<file path="src/rtl/mac_layer_sequencer_pkg.sv">
// Shared state encoding and width helpers for the MAC layer sequencer.
package mac_seq_pkg;

  typedef enum logic [2:0] {
    IDLE,
    LOAD_W,
    CLEAR,
    COMPUTE,
    DRAIN,
    DONE
  } seq_state_t;

  // One extra bit so the terminal value TERM-1 always fits without relying on wrap.
  function automatic int beat_cnt_w(input int term);
    return $clog2(term) + 1;
  endfunction

  function automatic int idx_w(input int n);
    return (n > 1) ? $clog2(n) : 1;
  endfunction

endpackage

</file>
<file path="src/rtl/mac_layer_sequencer_beat_counter.sv">
// Handshake beat counter that wraps after TERM beats; last_beat flags the terminal beat.
module mac_beat_counter
  import mac_seq_pkg::*;
#(
  parameter int TERM  = 64,
  parameter int CNT_W = beat_cnt_w(TERM)
) (
  input  logic             clk,
  input  logic             rst,
  input  logic             clr,
  input  logic             beat,
  output logic [CNT_W-1:0] count,
  output logic             last_beat
);

  logic [CNT_W-1:0] count_reg;

  assign count     = count_reg;
  assign last_beat = beat && (count_reg == CNT_W'(TERM - 1));

  always_ff @(posedge clk) begin
    if (!rst || clr) begin
      count_reg <= '0;
    end else if (beat) begin
      count_reg <= last_beat ? '0 : count_reg + CNT_W'(1);
    end
  end

endmodule

</file>
<file path="src/rtl/mac_layer_sequencer.sv">
// Sequences weight loading and per-vector clear/compute/drain passes for the MAC datapath.
module mac_layer_sequencer
  import mac_seq_pkg::*;
#(
  parameter int HIDDEN_UNITS = 64,
  parameter int INPUT_DIM    = 64,
  parameter int VEC_CNT_W    = 16
) (
  input  logic                    clk,
  input  logic                    rst,
  input  logic                    start,
  input  logic                    skip_weights,
  input  logic [VEC_CNT_W-1:0]    num_vectors,
  input  logic                    abort,
  input  logic                    in_valid,
  input  logic                    in_ready,
  input  logic                    in_last,
  output logic                    in_gate,
  input  logic                    out_valid,
  input  logic                    out_ready,
  output logic                    load_w,
  output logic [HIDDEN_UNITS-1:0] load_vector,
  output logic                    clear,
  output logic                    busy,
  output logic                    done,
  output logic                    err_tlast,
  output logic [VEC_CNT_W-1:0]    vec_idx
);

  localparam int IN_CNT_W  = beat_cnt_w(INPUT_DIM);
  localparam int OUT_CNT_W = beat_cnt_w(HIDDEN_UNITS);
  localparam int UNIT_W    = idx_w(HIDDEN_UNITS);

  seq_state_t            state_reg, state_next;
  logic [UNIT_W-1:0]     unit_idx_reg;
  logic [VEC_CNT_W-1:0]  vec_idx_reg, num_vec_reg;
  logic                  err_tlast_reg;
  logic [IN_CNT_W-1:0]   in_count;
  logic [OUT_CNT_W-1:0]  out_count;
  logic                  in_beat, out_beat, in_last_beat, out_last_beat;
  logic                  in_cnt_clr, out_cnt_clr;
  logic                  start_ok, unit_last, vec_last;
  logic                  count_unused;

  assign in_beat     = in_valid & in_ready & in_gate;
  assign out_beat    = out_valid & out_ready & (state_reg == DRAIN);
  assign start_ok    = start & ~abort & (state_reg == IDLE);
  assign unit_last   = (unit_idx_reg == UNIT_W'(HIDDEN_UNITS - 1));
  assign vec_last    = (vec_idx_reg == num_vec_reg - VEC_CNT_W'(1));
  assign in_cnt_clr  = abort | ~((state_reg == LOAD_W) | (state_reg == COMPUTE));
  assign out_cnt_clr = abort | (state_reg != DRAIN);
  // Decisions use last_beat only; the raw counts are kept for observability.
  assign count_unused = ^{in_count, out_count};

  assign err_tlast = err_tlast_reg;
  assign vec_idx   = vec_idx_reg;

  mac_beat_counter #(.TERM(INPUT_DIM)) u_in_cnt (
    .clk       (clk),
    .rst       (rst),
    .clr       (in_cnt_clr),
    .beat      (in_beat),
    .count     (in_count),
    .last_beat (in_last_beat)
  );

  mac_beat_counter #(.TERM(HIDDEN_UNITS)) u_out_cnt (
    .clk       (clk),
    .rst       (rst),
    .clr       (out_cnt_clr),
    .beat      (out_beat),
    .count     (out_count),
    .last_beat (out_last_beat)
  );

  always_ff @(posedge clk) begin
    if (!rst) begin
      state_reg <= IDLE;
    end else begin
      state_reg <= state_next;
    end
  end

  always_comb begin
    state_next = state_reg;
    if (abort) begin
      state_next = IDLE;
    end else begin
      unique case (state_reg)
        IDLE:    if (start) state_next = skip_weights ? CLEAR : LOAD_W;
        LOAD_W:  if (in_last_beat && unit_last) state_next = CLEAR;
        CLEAR:   state_next = COMPUTE;
        COMPUTE: if (in_last_beat) state_next = DRAIN;
        DRAIN:   if (out_last_beat) state_next = vec_last ? DONE : CLEAR;
        DONE:    state_next = IDLE;
        default: state_next = IDLE;
      endcase
    end
  end

  always_comb begin
    in_gate = 1'b0;
    load_w  = 1'b0;
    clear   = 1'b0;
    busy    = 1'b1;
    done    = 1'b0;
    unique case (state_reg)
      IDLE:    busy = 1'b0;
      LOAD_W:  begin load_w = 1'b1; in_gate = 1'b1; end
      CLEAR:   clear = 1'b1;
      COMPUTE: in_gate = 1'b1;
      DRAIN:   ;
      DONE:    begin busy = 1'b0; done = 1'b1; end
      default: busy = 1'b0;
    endcase
  end

  generate
    for (genvar gi = 0; gi < HIDDEN_UNITS; gi++) begin : g_load_vec
      assign load_vector[gi] = (state_reg == LOAD_W) && (unit_idx_reg == UNIT_W'(gi));
    end
  endgenerate

  always_ff @(posedge clk) begin
    if (!rst) begin
      unit_idx_reg  <= '0;
      vec_idx_reg   <= '0;
      num_vec_reg   <= '0;
      err_tlast_reg <= 1'b0;
    end else if (abort) begin
      // The TLAST error stays visible so the host can inspect it after an abort.
      unit_idx_reg <= '0;
      vec_idx_reg  <= '0;
      num_vec_reg  <= '0;
    end else begin
      if (start_ok) begin
        num_vec_reg   <= (num_vectors == '0) ? VEC_CNT_W'(1) : num_vectors;
        err_tlast_reg <= 1'b0;
        unit_idx_reg  <= '0;
        vec_idx_reg   <= '0;
      end
      if ((state_reg == LOAD_W) && in_last_beat && !unit_last) begin
        unit_idx_reg <= unit_idx_reg + UNIT_W'(1);
      end
      if (out_last_beat && !vec_last) begin
        vec_idx_reg <= vec_idx_reg + VEC_CNT_W'(1);
      end
      if (in_beat && (in_last != in_last_beat)) begin
        err_tlast_reg <= 1'b1;
      end
    end
  end

endmodule

</file>
<file path="config.mk">
export PLATFORM = sky130hd
export DESIGN_NAME = mac_layer_sequencer
export DESIGN_NICKNAME = d
export VERILOG_FILES = /design/src/rtl/mac_layer_sequencer_pkg.sv /design/src/rtl/mac_layer_sequencer_beat_counter.sv /design/src/rtl/mac_layer_sequencer.sv
export SDC_FILE = /design/constraint.sdc
export NUM_CORES = 1
export LEC_CHECK = 0
export ABC_AREA = 1
export ABC_CLOCK_PERIOD_IN_PS = 2600
export BUFFER_PORTS_ARGS = -buffer_cell sky130_fd_sc_hd__clkbuf_2
export CAP_MARGIN = 10
export CORE_MARGIN = 2
export CORE_UTILIZATION = 40
export DETAILED_ROUTE_END_ITERATION = 10
export HOLD_SLACK_MARGIN = 0.05
export PLACE_DENSITY = 0.75
export SLEW_MARGIN = 20
export SYNTH_ARGS = -nofsm -noshare
export SYNTH_HDL_FRONTEND = slang
export SYNTH_SLANG_ARGS = --single-unit
</file>
<file path="constraint.sdc">
create_clock -name clk -period 2.6 [get_ports clk]
set_input_delay 0.13 -clock clk [delete_from_list [all_inputs] [get_ports clk]]
set_output_delay 0.13 -clock clk [all_outputs]
set_load 0.01 [all_outputs]
</file>
# After elaboration in Yosys (flattened, before gate mapping)
# Cells that the tools add are included.
dict set report totals {
  out_inout_bits 86
  ff_bits 56
  word_cells 209
}
dict set report op_classes {
  addsub 5
  bitwise 12
  eq_ne 77
  n_reduce_logical 87
  muxes 21
}
# op count
set op_table {}
lappend op_table {{$eq A6 B6 Y1 const B} 32}
lappend op_table {{$eq A6 B5 Y1 const B} 16}
lappend op_table {{$logic_and A1 B1 Y1} 71}
lappend op_table {{$eq A6 B4 Y1 const B} 8}
lappend op_table {{$mux W16} 3}
lappend op_table {{$eq A6 B3 Y1 const B} 4}
lappend op_table {{$add A16 B1 Y16 const B} 1}
lappend op_table {{$eq A16 B16 Y1} 1}
lappend op_table {{$logic_not A16 Y1} 1}
lappend op_table {{$sub A16 B1 Y16 const B} 1}
lappend op_table {{$mux W3} 5}
lappend op_table {{$pmux W3 S5} 1}
lappend op_table {{$add A7 B1 Y7 const B} 2}
lappend op_table {{$eq A7 B6 Y1 const B} 2}
lappend op_table {{$mux W7} 2}
lappend op_table {{$eq A6 B2 Y1 const B} 2}
lappend op_table {{$mux W6} 2}
lappend op_table {{$ne A2 B2 Y1 const B} 4}
lappend op_table {{$mux W1} 7}
lappend op_table {{$add A6 B1 Y6 const B} 1}
lappend op_table {{$and A1 B1 Y1} 6}
lappend op_table {{$eq A3 B2 Y1 const B} 2}
lappend op_table {{$eq A3 B3 Y1 const B} 2}
lappend op_table {{$eq A6 B1 Y1 const B} 1}
lappend op_table {{other kinds (15)} 25}

# Longest topological paths before layout
# Gate-level depths: netlist (run 1).
dict set report depth {
  ltp_word 9
  depth_mapped 16
}

# Hierarchy
# A second synthesis (run 1) with hierarchy kept.
dict set report unflattened {
  cells_unflattened 687
  hier_area_um2 4157.7
}
# module cells_each seq_area_each_um2 instances area_per_inst_um2
set modules_own_cells {}
lappend modules_own_cells {mac_layer_sequencer 581 840.8 1 3484.6}
lappend modules_own_cells {mac_beat_counter 53 140.1 2 336.6}

# Worst setup path after synthesis (run 1)
# No wires, ideal clock.
dict set report synth_timing {
  path_kind {register -> register}
  startpoint {reg num_vec_reg[0]}
  endpoint {reg vec_idx_reg[12] (netlist: vec_idx[12])}
  slack_ns 0.695
  arrival_ns 1.835
  t_required_ns 2.530
  path_stages_with_launch 14
  setup_time_ns 0.070
  path_buffers 1
  cell_sequence {dfxtp_1 -> inv_1 -> ha_1 -> nand2_2 -> nor2_4 -> nand2_1 -> xor2_1 -> nand2_1 -> nor2_4 -> nand3_4 -> nand2_4 -> buf_8 -> nand3_1 -> a21oi_1}
}
dict set report synth_via {
  elab_chain_len 5
}
# element line
set synth_lines {}
lappend synth_lines {{start: declaration} mac_layer_sequencer.sv:36} ;# logic [VEC_CNT_W-1:0] vec_idx_reg, num_vec_reg;
lappend synth_lines {{start signal: assignment} mac_layer_sequencer.sv:137} ;# num_vec_reg <= (num_vectors == '0) ? VEC_CNT_W'(1) : num_vectors;
lappend synth_lines {{$sub A16 B1 Y16 (*)} mac_layer_sequencer.sv:49} ;# assign vec_last = (vec_idx_reg == num_vec_reg - VEC_CNT_W'(1));
lappend synth_lines {{$eq A16 B16 Y1 (*)} mac_layer_sequencer.sv:49}
lappend synth_lines {{$logic_not A1 Y1 (*)} mac_layer_sequencer.sv:145} ;# if (out_last_beat && !vec_last) begin
lappend synth_lines {{$logic_and A1 B1 Y1 (*)} mac_layer_sequencer.sv:145}
lappend synth_lines {{$mux W16 / $reduce_bool A2 Y1 (equally long branches)} --}
lappend synth_lines {{end signal: assignment} mac_layer_sequencer.sv:146} ;# vec_idx_reg <= vec_idx_reg + VEC_CNT_W'(1);
lappend synth_lines {{end: declaration} mac_layer_sequencer.sv:36}
# Mark *: on every way between the ends. The rest lies on a longest branch, timed or not.
# A chain may end at the register's enable or synchronous reset.

# Worst setup path in the final report (run 1)
dict set report layout_timing {
  startpoint {reg num_vec_reg[0]}
  endpoint {reg vec_idx_reg[14] (netlist: vec_idx[14])}
}
# Same word-level chain as after synthesis.

==> impl_metrics.xml, run 1 <==
<?xml version="1.0" encoding="UTF-8"?>
<metrics>
  <group name="die">
    <metric name="io_pins" unit="">112</metric>
    <metric name="chipHeight" unit="µm">104</metric>
    <metric name="row_count" unit="">36</metric>
    <metric name="initial_core_util" unit="%">41.0</metric>
    <metric name="floorplan.die_area" unit="µm²">10700</metric>
    <metric name="placeableCoreArea" unit="µm²">9680</metric>
    <metric name="die-width" unit="µm">104</metric>
  </group>
  <group name="global_routing">
    <metric name="vias_in_the_first_global_route" unit="">3917</metric>
    <metric name="grt_first_pass_wirelength" unit="µm">18600</metric>
    <metric name="antenna_found_initial" unit="">0</metric>
    <metric name="global_route_total_usage_across_every_layer" unit="%">20.5</metric>
    <metric name="largest_net_degree_at_the_start_of_global_routing" unit="">26</metric>
    <metric name="globalRoute.totalOverflow" unit="">0</metric>
  </group>
  <group name="power_and_ir_drop">
    <metric name="p_seq_share" unit="%">48.9</metric>
    <metric name="power_density_normalized_to_cell_area" unit="nW/µm²">374</metric>
    <metric name="power.ir.vdd_worst" unit="µV">230</metric>
    <metric name="power_frac_clock" unit="%">33.4</metric>
    <metric name="netSwitchingFraction" unit="%">29.7</metric>
    <metric name="switchingPower" unit="µW">538</metric>
    <metric name="cellLeakagePower" unit="nW">2.17</metric>
    <metric name="power.combinational.fraction" unit="%">17.6</metric>
    <metric name="p_int" unit="mW">1.27</metric>
  </group>
  <group name="cells_and_area">
    <metric name="antenna_cells_inserted" unit="">0</metric>
    <metric name="num-fill-cells" unit="">991</metric>
    <metric name="layout.cells.most_common" unit="">sky130_fd_sc_hd__nand2_1</metric>
    <metric name="fin_util" unit="%">50.0</metric>
    <metric name="area_delta_synth_final" unit="%">22.1</metric>
    <metric name="most-common-layout-cells" unit="">sky130_fd_sc_hd__nand2_1, sky130_fd_sc_hd__nor2_1, sky130_fd_sc_hd__clkbuf_2</metric>
    <metric name="nNetsFinal" unit="">795</metric>
    <metric name="post_route_cells_drive_above_1_share" unit="%">22.6</metric>
  </group>
  <group name="clocking">
    <metric name="cts.repair_timing.setup_buffer_count" unit="">0</metric>
    <metric name="worstSkewPairLatency" unit="ns">0.32</metric>
    <metric name="clock_sink_count" unit="">56</metric>
    <metric name="clockBufferDepth" unit="">2</metric>
    <metric name="cts-root-buf" unit="">sky130_fd_sc_hd__clkbuf_8</metric>
    <metric name="cts_max_level" unit="">2</metric>
    <metric name="clock_slew_seen_by_the_registers_of_the_worst_setup_and_hold_paths" unit="ns">0.11</metric>
    <metric name="clock_tree_from_tritoncts" unit="">built</metric>
    <metric name="hold_buffers" unit="">0</metric>
    <metric name="cts_buffers" unit="">5</metric>
  </group>
  <group name="timing">
    <metric name="final_period_minus_worst_setup_slack" unit="ns">2.19</metric>
    <metric name="tns" unit="ns">0</metric>
    <metric name="setup_viol" unit="">0</metric>
    <metric name="grt_setup_unrepaired" unit="">false</metric>
    <metric name="max_freq" unit="MHz">456</metric>
    <metric name="period_share" unit="%">84.4</metric>
    <metric name="slew_violations" unit="">0</metric>
    <metric name="timing.slew.headroom" unit="%">65.8</metric>
    <metric name="final.setup_skew" unit="ns">0.00912</metric>
    <metric name="worst-slew-pin-transition" unit="ns">0.508</metric>
    <metric name="final_hold_viol_count" unit="">0</metric>
  </group>
  <group name="job">
    <metric name="cap_violations" unit="">0</metric>
  </group>
  <group name="critical_path">
    <metric name="reg2reg_depth" unit="">16</metric>
    <metric name="critical_path.startpoint_type" unit="">register</metric>
    <metric name="path_depth" unit="">16</metric>
    <metric name="timing.critical_path.buf_inv" unit="">3</metric>
    <metric name="cp_cell_sequence" unit="">inv_1 -&gt; ha_1 -&gt; nand2_1 -&gt; nor2_1 -&gt; nand3_1 -&gt; nand2_1 -&gt; nand2_1 -&gt; nand2_1 -&gt; inv_2 -&gt; nand2_2 -&gt; nor2_4 -&gt; nand3_4 -&gt; nand2_4 -&gt; inv_2 -&gt; nand2_1 -&gt; a21oi_1</metric>
    <metric name="critPathCapture" unit="">vec_idx[14]$_SDFFE_PP0P_</metric>
    <metric name="critical_path.most_common_cell" unit="">sky130_fd_sc_hd__nand2_1</metric>
    <metric name="timing.critical_path.arrival" unit="ns">2.45</metric>
    <metric name="critical_path.slowest_cell" unit="">sky130_fd_sc_hd__dfxtp_1</metric>
    <metric name="worst-setup-path-type" unit="">register to register</metric>
    <metric name="critPathRequiredTime" unit="ns">2.85</metric>
    <metric name="worst_path_top_cell_family_by_delay" unit="">simple AND/OR/NAND/NOR gates</metric>
    <metric name="timing.critical_path.from" unit="">num_vec_reg[0]$_SDFFE_PP0P_</metric>
    <metric name="largest_fanout_on_the_critical_path" unit="">18</metric>
    <metric name="crit-reg2reg-launch" unit="">num_vec_reg[0]$_SDFFE_PP0P_</metric>
    <metric name="cp-end-kind" unit="">register</metric>
    <metric name="reg2reg_slack" unit="ns">0.41</metric>
    <metric name="cpPeakStageDelay" unit="ns">0.32</metric>
    <metric name="worst_r2r_endpoint" unit="">vec_idx[14]$_SDFFE_PP0P_</metric>
  </group>
  <group name="synthesis">
    <metric name="postSynth.topFlopCell" unit="">sky130_fd_sc_hd__dfxtp_1</metric>
    <metric name="synth_cell_types" unit="">38</metric>
    <metric name="post_synth_instance_area" unit="µm²">3970</metric>
    <metric name="synth-seq-cells" unit="">56</metric>
    <metric name="synthesis.yosys.warnings" unit="">0</metric>
    <metric name="share_of_synthesized_registers_carrying_an_async_set_or_reset" unit="%">0</metric>
    <metric name="syn-instance-count" unit="">643</metric>
    <metric name="synth_enable_flop_cells" unit="">0</metric>
    <metric name="synth.net_count" unit="">677</metric>
    <metric name="ys_seq_area_share" unit="%">28.2</metric>
    <metric name="post_synth.cell_area_avg" unit="µm²">6.17</metric>
  </group>
  <group name="route">
    <metric name="detailedRoute.firstPassIterationCount" unit="">8</metric>
    <metric name="route.detailed.drc" unit="">0</metric>
    <metric name="antenna_violating_nets_post_route" unit="">0</metric>
    <metric name="route.vias.total" unit="">4390</metric>
    <metric name="drt_iter0_drc" unit="">270</metric>
    <metric name="viasPerCell" unit="">4.91</metric>
    <metric name="wire_per_inst" unit="µm">12.3</metric>
    <metric name="routed_wl" unit="µm">11000</metric>
  </group>
  <group name="hold_path">
    <metric name="min-delay-path-class" unit="">input port to register</metric>
    <metric name="hold_path_depth" unit="">3</metric>
  </group>
  <group name="place">
    <metric name="globalplace.congestion" unit="">0.954</metric>
    <metric name="placement.io_buffers" unit="">111</metric>
    <metric name="detailed_place_hpwl" unit="µm">8710</metric>
  </group>
  <group name="outcome">
    <metric name="run_status" unit="">finished clean</metric>
  </group>
</metrics>
kinds of logic after synthesis:
logic type / after synthesis / share of synthesized area [%]
flip-flops: 56 / 28.2
buffers and inverters: 86 / 8.70
AO/OA/AOI/OAI: 65 / 8.83
AND/OR/NAND/NOR: 402 / 46.0
adder cells (fa/ha/maj): 8 / 2.52
XOR/XNOR: 26 / 5.74
worst min-delay path by stage:
stage,from,end,slack (ns)
after floorplan,rst,err_tlast$_SDFFE_PN0P_,0.26
after global placement,num_vectors[13],num_vec_reg[13]$_SDFFE_PP0P_,0.38
after detailed placement,num_vectors[6],num_vec_reg[6]$_SDFFE_PP0P_,0.38
after CTS,num_vectors[15],num_vec_reg[15]$_SDFFE_PP0P_,0.05
after global routing,num_vectors[3],num_vec_reg[3]$_SDFFE_PP0P_,0.06
final,num_vectors[5],num_vec_reg[5]$_SDFFE_PP0P_,0.05
Yosys cell counts (4+ instances only):
library cell,n,area (µm²)
sky130_fd_sc_hd__nand4_1,16,100
sky130_fd_sc_hd__xnor2_1,6,52.6
sky130_fd_sc_hd__nand2_2,6,37.5
sky130_fd_sc_hd__a211oi_1,5,37.5
sky130_fd_sc_hd__o21ai_0,21,105
sky130_fd_sc_hd__nor3_1,13,65.1
sky130_fd_sc_hd__nand3_1,51,255
sky130_fd_sc_hd__clkbuf_1,9,33.8
sky130_fd_sc_hd__inv_1,65,244
sky130_fd_sc_hd__a21oi_1,33,165
sky130_fd_sc_hd__xor2_1,20,175
sky130_fd_sc_hd__nor4_1,7,43.8
sky130_fd_sc_hd__nor2_1,139,522
sky130_fd_sc_hd__inv_2,6,22.5
sky130_fd_sc_hd__nand2_1,140,526
sky130_fd_sc_hd__dfxtp_1,56,1120
sky130_fd_sc_hd__nor2_4,4,45.0
sky130_fd_sc_hd__nor2_2,10,62.6
sky130_fd_sc_hd__ha_1,8,100
worst min-delay path: stages:
cell,delay [ns]
sky130_fd_sc_hd__clkbuf_2,0.09
sky130_fd_sc_hd__nor2_1,0.04
sky130_fd_sc_hd__nor2_1,0.08
layer usage:
layer,GRT usage [%],up-vias,part of all wire [%]
met5,0,-,0
met4,5.31,0,1.8
met3,2.71,14,4.2
met2,34.7,120,47
met1,27.6,1957,47
li1,-,2299,-
stage by stage:
| step | std cells | setup slack (ns) | hold WS (ns) | total power, mW | cell area, µm² |
|---|---|---|---|---|---|
| after floorplan | 643 | 0.695 | 0.262 | 1.14 | 3970 |
| after global placement | 887 | 0.488 | 0.378 | 1.22 | 4720 |
| after detailed placement | 887 | 0.446 | 0.382 | 1.22 | 4720 |
| after CTS | 895 | 0.271 | 0.0515 | 1.82 | 4840 |
| after global routing | 895 | 0.107 | 0.0618 | 1.91 | 4840 |
| final | 895 | 0.406 | 0.0497 | 1.81 | 4840 |
power by group through the flow:
| stage | sequential, mW | combinational, mW | clock (mW) |
|---|---|---|---|
| global placement | 0.907 | 0.315 | 0 |
| global route | 0.890 | 0.362 | 0.655 |
| finish | 0.887 | 0.320 | 0.606 |
| floorplan | 0.901 | 0.239 | 0 |
| detailed placement | 0.907 | 0.317 | 0 |
| CTS | 0.887 | 0.318 | 0.618 |
timing repair:
action,CTS,global route
endpoints found under the hold margin,0,0
setup endpoints to repair,0,1
resized for setup,0,1
area by class of cell:
cell class	count	area, µm²	share of cell area [%]
Timing Repair Buffer	126	668	13.8
Tap cell	133	166	3.43
Clock buffer	5	68.8	1.42
Sequential cell	56	1120	23.1
Inverter	71	267	5.50
Multi-Input combinational cell	501	2510	51.8
Clock inverter	3	46.3	0.956
(Power assumes the default switching activity.)
==> run 2, diff against run 1 <==
--- a/config.mk
+++ b/config.mk
@@ -6,14 +6,14 @@
 export NUM_CORES = 1
 export LEC_CHECK = 0
 export ABC_AREA = 1
-export ABC_CLOCK_PERIOD_IN_PS = 2600
+export ABC_CLOCK_PERIOD_IN_PS = 2000
 export BUFFER_PORTS_ARGS = -buffer_cell sky130_fd_sc_hd__clkbuf_2
 export CAP_MARGIN = 10
 export CORE_MARGIN = 2
 export CORE_UTILIZATION = 40
 export DETAILED_ROUTE_END_ITERATION = 10
 export HOLD_SLACK_MARGIN = 0.05
-export PLACE_DENSITY = 0.75
+export PLACE_DENSITY = 0.77
 export SLEW_MARGIN = 20
 export SYNTH_ARGS = -nofsm -noshare
 export SYNTH_HDL_FRONTEND = slang
==> constraint.sdc (replaced) <==
create_clock -name clk -period 2 [get_ports clk]
set_input_delay 0.1 -clock clk [delete_from_list [all_inputs] [get_ports clk]]
set_output_delay 0.1 -clock clk [all_outputs]
set_load 0.01 [all_outputs]
==> run 2 against run 1 <==
Against the previous run: first-iteration DRC count grew 8.1%; setup slack got worse by 0.39 ns; clock skew down 0.0043 ns; maximum frequency is 11% higher; sequential cell count unchanged; non-clock buffer count increased by 43; power grew 27%; clock power is 9.1% higher; final area grew 10%; critical path type unchanged; largest cell class unchanged.
==> impl_metrics.xml, run 2 (synthesis gave the netlist of run 1 again) <==
<?xml version="1.0" encoding="UTF-8"?>
<metrics>
  <group name="hold_path">
    <metric name="timing.hold.worst_endpoint" unit="">num_vec_reg[10]$_SDFFE_PP0P_</metric>
    <metric name="min-delay-path-class" unit="">input port to register</metric>
    <metric name="min-delay-start" unit="">num_vectors[10]</metric>
    <metric name="hold_path_depth" unit="">3</metric>
  </group>
  <group name="outcome">
    <metric name="run_status" unit="">finished clean</metric>
  </group>
  <group name="critical_path">
    <metric name="largest_fanout_on_the_critical_path" unit="">5</metric>
    <metric name="critPathRequiredTime" unit="ns">2.25</metric>
    <metric name="timing.critical_path.arrival" unit="ns">2.23</metric>
    <metric name="worst_r2r_endpoint" unit="">vec_idx[15]$_SDFFE_PP0P_</metric>
    <metric name="worst-setup-path-type" unit="">register to register</metric>
    <metric name="cp-end-kind" unit="">register</metric>
    <metric name="critical_path.startpoint_type" unit="">register</metric>
    <metric name="reg2reg_depth" unit="">12</metric>
    <metric name="reg2reg_slack" unit="ns">0.02</metric>
    <metric name="crit-reg2reg-launch" unit="">num_vec_reg[0]$_SDFFE_PP0P_</metric>
  </group>
  <group name="place">
    <metric name="globalplace.congestion" unit="">0.940</metric>
    <metric name="placement.io_buffers" unit="">111</metric>
    <metric name="detailed_place_hpwl" unit="µm">9270</metric>
    <metric name="pre_cts_slack" unit="ns">-0.0143</metric>
  </group>
  <group name="cells_and_area">
    <metric name="num-fill-cells" unit="">930</metric>
    <metric name="fin_util" unit="%">55.2</metric>
    <metric name="most-common-layout-cells" unit="">sky130_fd_sc_hd__nand2_1, sky130_fd_sc_hd__nor2_1, sky130_fd_sc_hd__clkbuf_2</metric>
    <metric name="nNetsFinal" unit="">838</metric>
    <metric name="post_route_cells_drive_above_1_share" unit="%">29.4</metric>
    <metric name="layout.cells.most_common" unit="">sky130_fd_sc_hd__nand2_1</metric>
    <metric name="multi_input_comb_area" unit="µm²">2640</metric>
    <metric name="antenna_cells_inserted" unit="">0</metric>
    <metric name="area_delta_synth_final" unit="%">34.8</metric>
    <metric name="sequential_cell_area" unit="µm²">1130</metric>
  </group>
  <group name="clocking">
    <metric name="clock_tree_from_tritoncts" unit="">built</metric>
    <metric name="cts_max_level" unit="">2</metric>
    <metric name="clock_slew_seen_by_the_registers_of_the_worst_setup_and_hold_paths" unit="ns">0.10</metric>
    <metric name="clockBufferDepth" unit="">2</metric>
    <metric name="clock_sink_count" unit="">56</metric>
    <metric name="worstSkewPairLatency" unit="ns">0.31</metric>
    <metric name="cts-root-buf" unit="">sky130_fd_sc_hd__clkbuf_8</metric>
    <metric name="cts_buffers" unit="">5</metric>
  </group>
  <group name="timing">
    <metric name="slew_violations" unit="">0</metric>
    <metric name="final_hold_viol_count" unit="">0</metric>
    <metric name="setup_viol" unit="">0</metric>
    <metric name="layout_setup_ws" unit="ns">0.0191</metric>
    <metric name="max_freq" unit="MHz">505</metric>
    <metric name="final.setup_skew" unit="ns">0.00485</metric>
    <metric name="timing.slew.headroom" unit="%">64.6</metric>
    <metric name="worst-slew-pin-transition" unit="ns">0.526</metric>
    <metric name="grt_setup_unrepaired" unit="">true</metric>
    <metric name="final_period_minus_worst_setup_slack" unit="ns">1.98</metric>
    <metric name="period_share" unit="%">99.0</metric>
  </group>
  <group name="die">
    <metric name="row_count" unit="">36</metric>
    <metric name="io_pins" unit="">112</metric>
    <metric name="die-width" unit="µm">104</metric>
    <metric name="chipHeight" unit="µm">104</metric>
    <metric name="floorplan.die_area" unit="µm²">10700</metric>
    <metric name="initial_core_util" unit="%">41.0</metric>
    <metric name="placeableCoreArea" unit="µm²">9680</metric>
  </group>
  <group name="global_routing">
    <metric name="antenna_found_initial" unit="">0</metric>
    <metric name="largest_net_degree_at_the_start_of_global_routing" unit="">25</metric>
    <metric name="global_route_total_usage_across_every_layer" unit="%">21.9</metric>
    <metric name="vias_in_the_first_global_route" unit="">4220</metric>
    <metric name="globalRoute.totalOverflow" unit="">0</metric>
    <metric name="grt_first_pass_wirelength" unit="µm">19700</metric>
  </group>
  <group name="power_and_ir_drop">
    <metric name="power.ir.vdd_worst" unit="µV">308</metric>
    <metric name="power_density_normalized_to_cell_area" unit="nW/µm²">430</metric>
    <metric name="cellLeakagePower" unit="nW">2.38</metric>
    <metric name="p_int" unit="mW">1.60</metric>
    <metric name="power_frac_clock" unit="%">28.7</metric>
    <metric name="switchingPower" unit="µW">698</metric>
    <metric name="power.combinational.fraction" unit="%">21.1</metric>
    <metric name="total_power" unit="mW">2.30</metric>
    <metric name="p_seq_share" unit="%">50.2</metric>
    <metric name="netSwitchingFraction" unit="%">30.3</metric>
  </group>
  <group name="route">
    <metric name="antenna_violating_nets_post_route" unit="">0</metric>
    <metric name="detailedRoute.firstPassIterationCount" unit="">6</metric>
    <metric name="route.vias.total" unit="">4731</metric>
    <metric name="routed_wl" unit="µm">12200</metric>
    <metric name="viasPerCell" unit="">5.04</metric>
    <metric name="wire_per_inst" unit="µm">13.0</metric>
    <metric name="drt_iter0_drc" unit="">292</metric>
    <metric name="route.detailed.drc" unit="">0</metric>
  </group>
  <group name="job">
    <metric name="cap_violations" unit="">0</metric>
  </group>
</metrics>
==> run 2: cell type report <==
type                    instances  share of cell area, %
multi-input cells             501                   49.4
flip-flops and latches         56                   21.2
repair buffers                169                   19.5
inverters                      71                   5.03
well taps                     133                   3.11
clock buffers                   7                   1.61
clock inverters                 1                  0.140
==> run 2: worst max-delay path by stage <==
| stage | start | end | cells after the start |
|---|---|---|---|
| finish | num_vec_reg[0]$_SDFFE_PP0P_ | vec_idx[15]$_SDFFE_PP0P_ | 12 |
| global placement | num_vec_reg[1]$_SDFFE_PP0P_ | vec_idx[11]$_SDFFE_PP0P_ | 14 |
| CTS | num_vec_reg[1]$_SDFFE_PP0P_ | vec_idx[15]$_SDFFE_PP0P_ | 14 |
| detailed placement | num_vec_reg[1]$_SDFFE_PP0P_ | vec_idx[15]$_SDFFE_PP0P_ | 13 |
| floorplan | num_vec_reg[0]$_SDFFE_PP0P_ | vec_idx[12]$_SDFFE_PP0P_ | 13 |
| global route | num_vec_reg[0]$_SDFFE_PP0P_ | vec_idx[9]$_SDFFE_PP0P_ | 15 |
==> run 2: metal layers <==
metal  wire length [µm]  GRT usage (%)  up-vias  share of wire (%)
met5                  0              0        -                  0
met1               5460           29.4     2159                 45
met4                187           6.47        0                1.5
met2               5840           36.5      164                 48
li1                   -              -     2392                  -
met3                697           3.08       16                5.7
==> run 2: power by group through the flow <==
stage / combinational [mW] / clock, mW / sequential (mW)
after floorplan: 0.310 / 0 / 1.17
after global placement: 0.424 / 0 / 1.18
after CTS: 0.447 / 0.670 / 1.15
final: 0.485 / 0.661 / 1.15
after detailed placement: 0.427 / 0 / 1.18
after global routing: 0.544 / 0.721 / 1.16
==> run 2: what timing repair did <==
| item | 4_1_cts | 5_1_grt |
|---|---|---|
| gates cloned | 0 | 2 |
| buffers inserted | 0 | 3 |
| endpoints found under the hold margin | 11 | 0 |
| endpoints found under the setup margin | 25 | 89 |
| hold buffers | 11 | 0 |
| resized for setup | 4 | 53 |
| pin swaps | 0 | 16 |
==> run 2: critical path, stage by stage, from the launching register on <==
cell and delay [ns]:
sky130_fd_sc_hd__dfxtp_2 0.35, sky130_fd_sc_hd__inv_2 0.05, sky130_fd_sc_hd__ha_4 0.26, sky130_fd_sc_hd__or2_2 0.09
sky130_fd_sc_hd__nand4_1 0.14, sky130_fd_sc_hd__nor2_2 0.14, sky130_fd_sc_hd__nand2_2 0.08, sky130_fd_sc_hd__nor3_4 0.21
sky130_fd_sc_hd__nand3_4 0.10, sky130_fd_sc_hd__nand2_4 0.12, sky130_fd_sc_hd__buf_4 0.15, sky130_fd_sc_hd__nand3_1 0.08
sky130_fd_sc_hd__a21oi_2 0.14
==> run 2: metrics by stage <==
step                      setup TNS, ns  hold slack [ns]  instance area, µm²  std cells
after floorplan                       0            0.232                3970        643
after detailed placement        -0.0270            0.339                4930        914
after global routing              -1.62           0.0663                5350        938
final                                 0           0.0717                5350        938
after CTS                             0           0.0610                5150        933
after global placement                0            0.328                4930        914
